<file path="src/rtl/sync_fifo_param.sv">
// Parametrised single-clock FIFO with thresholds, occupancy count and sticky error flags.
// Define SYNC_FIFO_FWFT_EN for first-word-fall-through reads; otherwise reads are registered.
module sync_fifo_param #(
  parameter int WIDTH     = 8,
  parameter int DEPTH     = 16,
  parameter int AFULL_TH  = DEPTH - 2,
  parameter int AEMPTY_TH = 2
) (
  input  logic                     clk,
  input  logic                     rst,
  input  logic                     wr_en,
  input  logic [WIDTH-1:0]         wr_data,
  input  logic                     rd_en,
  output logic [WIDTH-1:0]         rd_data,
  output logic                     rd_valid,
  output logic                     full,
  output logic                     empty,
  output logic                     almost_full,
  output logic                     almost_empty,
  output logic [$clog2(DEPTH):0]   count,
  output logic                     overflow,
  output logic                     underflow,
  input  logic                     clr_err
);

  localparam int AW = $clog2(DEPTH);
  localparam int CW = AW + 1;
  localparam logic [CW-1:0] DEPTH_C = CW'(DEPTH);
  localparam logic [CW-1:0] AF_TH_C = CW'(AFULL_TH);
  localparam logic [CW-1:0] AE_TH_C = CW'(AEMPTY_TH);

  logic [WIDTH-1:0] mem [DEPTH];

  logic [AW-1:0] wr_ptr_q, wr_ptr_d;
  logic [AW-1:0] rd_ptr_q, rd_ptr_d;
  logic [CW-1:0] count_q, count_d;
  logic          ovf_q, ovf_d;
  logic          udf_q, udf_d;
  logic          wr_acc, rd_acc;

  assign full         = (count_q == DEPTH_C);
  assign empty        = (count_q == '0);
  assign almost_full  = (count_q >= AF_TH_C);
  assign almost_empty = (count_q <= AE_TH_C);
  assign count        = count_q;
  assign overflow     = ovf_q;
  assign underflow    = udf_q;

  // Full blocks the write and empty blocks the read, so no pass-through.
  assign wr_acc = wr_en && !full;
  assign rd_acc = rd_en && !empty;

  always_comb begin
    wr_ptr_d = wr_ptr_q;
    rd_ptr_d = rd_ptr_q;
    count_d  = count_q;
    if (wr_acc) wr_ptr_d = wr_ptr_q + 1'b1;
    if (rd_acc) rd_ptr_d = rd_ptr_q + 1'b1;
    unique case ({wr_acc, rd_acc})
      2'b10:   count_d = count_q + 1'b1;
      2'b01:   count_d = count_q - 1'b1;
      default: count_d = count_q;
    endcase
    // A new error in the clearing cycle wins over clr_err.
    ovf_d = (ovf_q && !clr_err) || (wr_en && full);
    udf_d = (udf_q && !clr_err) || (rd_en && empty);
  end

  always_ff @(posedge clk or posedge rst) begin
    if (rst) begin
      wr_ptr_q <= '0;
      rd_ptr_q <= '0;
      count_q  <= '0;
      ovf_q    <= 1'b0;
      udf_q    <= 1'b0;
    end else begin
      wr_ptr_q <= wr_ptr_d;
      rd_ptr_q <= rd_ptr_d;
      count_q  <= count_d;
      ovf_q    <= ovf_d;
      udf_q    <= udf_d;
    end
  end

  always_ff @(posedge clk) begin
    if (wr_acc) mem[wr_ptr_q] <= wr_data;
  end

`ifdef SYNC_FIFO_FWFT_EN
  assign rd_data  = empty ? '0 : mem[rd_ptr_q];
  assign rd_valid = !empty;
`else
  logic [WIDTH-1:0] rd_data_q, rd_data_d;
  logic             rd_valid_q, rd_valid_d;

  always_comb begin
    rd_data_d  = rd_data_q;
    rd_valid_d = rd_acc;
    if (rd_acc) rd_data_d = mem[rd_ptr_q];
  end

  always_ff @(posedge clk or posedge rst) begin
    if (rst) begin
      rd_data_q  <= '0;
      rd_valid_q <= 1'b0;
    end else begin
      rd_data_q  <= rd_data_d;
      rd_valid_q <= rd_valid_d;
    end
  end

  assign rd_data  = rd_data_q;
  assign rd_valid = rd_valid_q;
`endif

endmodule
</file>
<file path="config.mk">
export PLATFORM = sky130hd
export DESIGN_NAME = sync_fifo_param
export DESIGN_NICKNAME = d
export VERILOG_FILES = /design/src/rtl/sync_fifo_param.sv
export SDC_FILE = /design/constraint.sdc
export NUM_CORES = 1
export LEC_CHECK = 0
export BUFFER_PORTS_ARGS = -buffer_cell sky130_fd_sc_hd__buf_4
export CAP_MARGIN = 15
export CORE_UTILIZATION = 43
export DETAILED_ROUTE_END_ITERATION = 16
export HOLD_SLACK_MARGIN = 0.03
export SLEW_MARGIN = 20
export SYNTH_ARGS = -nofsm -noshare
export SYNTH_HDL_FRONTEND = slang
export SYNTH_SLANG_ARGS = --single-unit
</file>
<file path="constraint.sdc">
create_clock -name clk -period 3.7 [get_ports clk]
set_input_delay 0.185 -clock clk [delete_from_list [all_inputs] [get_ports clk]]
set_output_delay 0.185 -clock clk [all_outputs]
set_load 0.01 [all_outputs]
</file>
After elaboration in Yosys (flattened, before gate mapping)
Memory sizes are Yosys's and may differ from the RTL's. A register that Yosys moved wholly into a read port is not among the register bits.
Index checks and enable logic that the tools add are counted.
W data, S select, Z words.
{"block": "classes", "n_addsub": 4, "n_lt_le_gt_ge": 2, "n_eq_ne": 3, "mux": 3, "reduce_logical": 13}
{"operator": "$pmux W5 S2", "count": 1}
{"operator": "$add A4 B1 Y4 const B", "count": 2}
{"operator": "$logic_and A1 B1 Y1", "count": 6}
{"operator": "$add A5 B1 Y5 const B", "count": 1}
{"operator": "$eq A5 B5 Y1 const B", "count": 1}
{"operator": "$ge A5 B4 Y1 const B", "count": 1}
{"operator": "$le A5 B2 Y1 const B", "count": 1}
{"operator": "$logic_not A5 Y1", "count": 1}
{"operator": "$sub A5 B1 Y5 const B", "count": 1}
{"operator": "$logic_not A1 Y1", "count": 3}
{"operator": "$eq A2 B1 Y1 const B", "count": 1}
{"operator": "$eq A2 B2 Y1 const B", "count": 1}
{"operator": "$logic_or A1 B1 Y1", "count": 2}
{"operator": "$mux W1", "count": 2}
{"operator": "$reduce_bool A2 Y1", "count": 1}
{"block": "word_totals", "reg_bits": 16, "ramBits": 128, "out_inout_bits": 20, "wordCells": 32, "memories": 1}
{"name": "mem", "depth": 16, "word_bits": 8, "read_ports": 1, "rd_ports_with_merged_regs": 1, "wr": 1, "line": "32", "text": "logic [WIDTH-1:0] mem [DEPTH];"}

Longest topological paths before layout
{"block": "depth", "depth_word": 5, "depth_mapped": 12, "ltp_nobuf": 10}

Worst setup path before layout
OpenSTA, ideal clock, no wires.
{"block": "synth_path", "path_kind": "register to register", "start": "register count_q[1], in the netlist count[1]", "end": "register count_q[4], in the netlist count[4]", "setup_time_ns": 0.105, "arrival_ns": 2.750, "t_required_ns": 3.595, "path_slack_ns": 0.844, "stages_incl_launch_ff": 13, "n_path_buf": 2, "path_cell_list": "dfrtp_1 buf_6 or4_4 o21ai_2 inv_2 ha_1 clkbuf_1 xor2_1 ha_1 o211a_1 o21ai_0 o41ai_1 nor4b_1"}
{"block": "synth_between", "elab_chain_cells": 5}
{"item": "from (decl)", "line": "36", "text": "logic [CW-1:0] count_q, count_d;"}
{"item": "from (signal assigned)", "line": "79", "text": "count_q <= count_d;"}
{"item": "$logic_not A5 Y1 *", "line": "42", "text": "assign empty = (count_q == '0);"}
{"item": "$logic_not A1 Y1 *", "line": "51", "text": "assign rd_acc = rd_en && !empty;"}
{"item": "$logic_and A1 B1 Y1 *", "line": "51"}
{"item": "net rd_acc", "line": "39", "text": "logic wr_acc, rd_acc;"}
{"item": "$eq A2 B1 Y1 / $eq A2 B2 Y1 (equally long branches)", "line": "59", "text": "unique case ({wr_acc, rd_acc})"}
{"item": "$pmux W5 S2 / $reduce_bool A2 Y1 (equally long branches)"}
The timed path passes the listed nets; every way through them passes the cells marked *.
A chain may end at the register's enable or synchronous reset.

Final worst setup path
Same ends and word-level chain as after synthesis.

==> key figures <==
Status
  – Status: finished clean

STA
  – Worst-Margin Slew: between 0.9 and 1 ns
  – Achievable frequency: 0.3379 GHz
  – Hold slack final: 0.06901 ns
  – Final period util: 79.99%
  – Final Slew Violations: 0
  – Hold Vio Cnt, Final: 0
  – Sum Neg Setup Slack: 0 ns
  – Final setup viols: 0
  – Final min period: around 3.0 ns
  – Clock skew: between 0.008 and 0.009 ns
  – RSZ-0062 raised after global routing: no
  – Normalized max-slew margin: 34.61%

Placement
  – Final GP Congestion: 0.7979
  – # port buffers: 32
  – Post-DP HPWL: 7.473 mm

Synthesis
  – Ys Warns: 0
  – Yosys cell types: 42
  – Post-Syn Area: 0.006150 mm^2
  – Net Count, Synth: 356
  – Syn Inst Count: 334
  – Mean post-synth cell area: 18.41 um^2
  – Register area share after synthesis: between 70 and 80%
  – Share of flip-flops with an asynchronous set or reset: 15.79%
  – Synth Flop Type: edfxtp_1
  – Seq cells post-synth: 152
  – EDFF count, synth: 128

CTS
  – Cts bufs inserted: 17
  – Clk buf depth: 2
  – Number of post-CTS setup repair buffers: 0
  – Sink Count: between 150 and 200
  – CTS tree: built
  – Latest clock arrival within the worst-skew pair: approximately 0.42 ns
  – Clk slew on worst S/H paths: 0.06 ns
  – Post-CTS Resized: 0
  – Root buffer cell: clkbuf_16
  – CTS H-tree lvls: 4
  – Number of hold buffers added after CTS: 3

Detailed routing
  – DRT iter0 DRCs: 226
  – Final WL: 11.68 mm
  – WL/cell: 20.42 um
  – Router iterations before antenna repair: 4
  – Vias: 3055
  – Antenna-violating nets left: 0
  – Drt drc: 0
  – Via/cell ratio: 5.341

Power
  – Leak: 0.002505 uW
  – Total power: 5378 uW
  – Power per standard cell area: 752.2 mW/mm^2
  – IR drop worst, VDD: 0.0004053 V

Worst setup path
  – WP data arrival: around 3.3 ns
  – Slowest stage delay, CP: 0.59 ns
  – CP max-delay cell: or4_4
  – Crit path launch: count[1]
  – CP Class: reg -> reg
  – CP cell instances: or4_4, o21ai_2, inv_2, ha_1, xor2_1, ha_1, o211a_1, o21ai_0, o41ai_1, nor4b_1
  – CP bufs+invs: 1
  – Critical R2R Launch: count[1]
  – Worst setup SP type: flip-flop
  – Crit path max-delay family: simple AND/OR/NAND/NOR gates
  – Most common cell on crit path: ha_1
  – Critical Path RT: 4.01 ns
  – Endpoint type of the worst setup path: flip-flop
  – Max FO, Critical Path: 11

Global route
  – First-pass GRT wire length: 17.99 mm
  – Grt ovf: 0
  – Vias in the first global route: 3153
  – GRT Total Usage: 17.59%
  – Initial antenna violation count: 0
  – Pin count of the biggest net entering global routing: 25

Worst hold path
  – Hold Path Origin: wr_data[0]
  – Hold Crit Class: in -> reg

Floorplan
  – Die area: 0.01478 mm^2
  – Die width: 121.6 um
  – Placement Rows: 43
  – Initial Util: around 44%
  – Die Y: ~120 um
  – # IOs: 33
  – CORE AREA: 0.01393 mm^2

Cells and area
  – Share of cells above drive strength 1: between 20 and 30%
  – NumNets Final: 401
  – Finished Core Util: 51.31%
  – Antenna cells: 0
  – Area delta synth->final: 16.26%
  – Most common cell after layout, fill and taps aside: edfxtp_1
  – Most frequent cells in the layout: edfxtp_1 (128), buf_4 (42), mux4_2 (32)
  – Fillers: between 1000 and 1500

Run
  – Total of max-cap violations: 0
[registers in the layout, indices dropped and copies added (netlist names)]
signal and count:
count 5, rd_valid 1, underflow 1, rd_ptr_q 4
wr_ptr_q 4, rd_data 8, mem 128, overflow 1
[layout make-up]
cell class	count	area [um^2]	share of cell area [%]
Clock inverter	10	75.07	1.050
Sequential cell	152	4446	62.18
Tap cell	180	225.2	3.150
Inverter	8	30.03	0.4200
Timing Repair Buffer	45	345.3	4.830
Multi-Input combinational cell	155	1574	22.02
Clock buffer	22	454.2	6.353
[report_power, final]
| part | switching, uW | internal, uW | total [uW] |
|---|---|---|---|
| clock | 658 | 877 | 1530 |
| sequential | 286 | 2120 | 2410 |
| combinational | 689 | 744 | 1430 |
[synthesized netlist by cell type, drive strengths merged, types with 2 or more instances]
| library cell | count | share of area [%] |
|---|---|---|
| mux2i | 16 | 2.6 |
| mux4 | 32 | 12 |
| clkbuf | 8 | 0.51 |
| o221ai | 8 | 1.1 |
| nor3 | 4 | 0.33 |
| nor2b | 3 | 0.31 |
| nand2 | 24 | 1.5 |
| nand4 | 2 | 0.20 |
| nand3 | 2 | 0.16 |
| dfrtp | 24 | 9.8 |
| nand2b | 4 | 0.45 |
| xor2 | 3 | 0.43 |
| a22o | 2 | 0.28 |
| o21ai | 5 | 0.47 |
| inv | 8 | 0.49 |
| xnor2 | 6 | 0.85 |
| a21oi | 3 | 0.24 |
| buf | 11 | 1.1 |
| edfxtp | 128 | 63 |
| ha | 9 | 1.8 |
| nor2 | 18 | 1.1 |
[stage by stage]
stage	instances	area, um^2	worst slack, ns
after detailed placement	537	6590	0.7621
after global placement	537	6590	0.8016
after CTS	572	7149	0.7437
after global routing	572	7149	0.4981
final	572	7149	0.7404
after floorplan	334	6150	0.8443
[metal layers]
metal / vias to the layer above / wire, um / track usage, %
met5: - / 0 / 0
met2: 65 / 5850 / 28.41
li1: 1404 / - / -
met3: 15 / 515 / 5.852
met4: 0 / 176 / 5.710
met1: 1571 / 5135 / 22.44
[logic make-up after synthesis]
kind of cell / Yosys count / share of synthesized area [%]
multiplexers: 49 / 14.51
flip-flops: 152 / 72.27
adder cells (fa/ha/maj): 9 / 1.831
buffers and inverters: 27 / 2.136
XOR/XNOR: 9 / 1.282
AO/OA/AOI/OAI: 25 / 3.174
AND/OR/NAND/NOR: 63 / 4.802
[final timing paths]
path	slack, ns	cells past startpoint	endpoint
setup / recovery	0.74	10	count[4]
hold / removal	0.07	1	mem[10][0]
setup reg to reg	0.74	10	count[4]
hold reg to reg	0.51	1	underflow
max in group asynchronous	2.49	3	rd_ptr_q[2]
min in group asynchronous	0.56	3	rd_ptr_q[0]
Power figures use the tool's default switching activity.
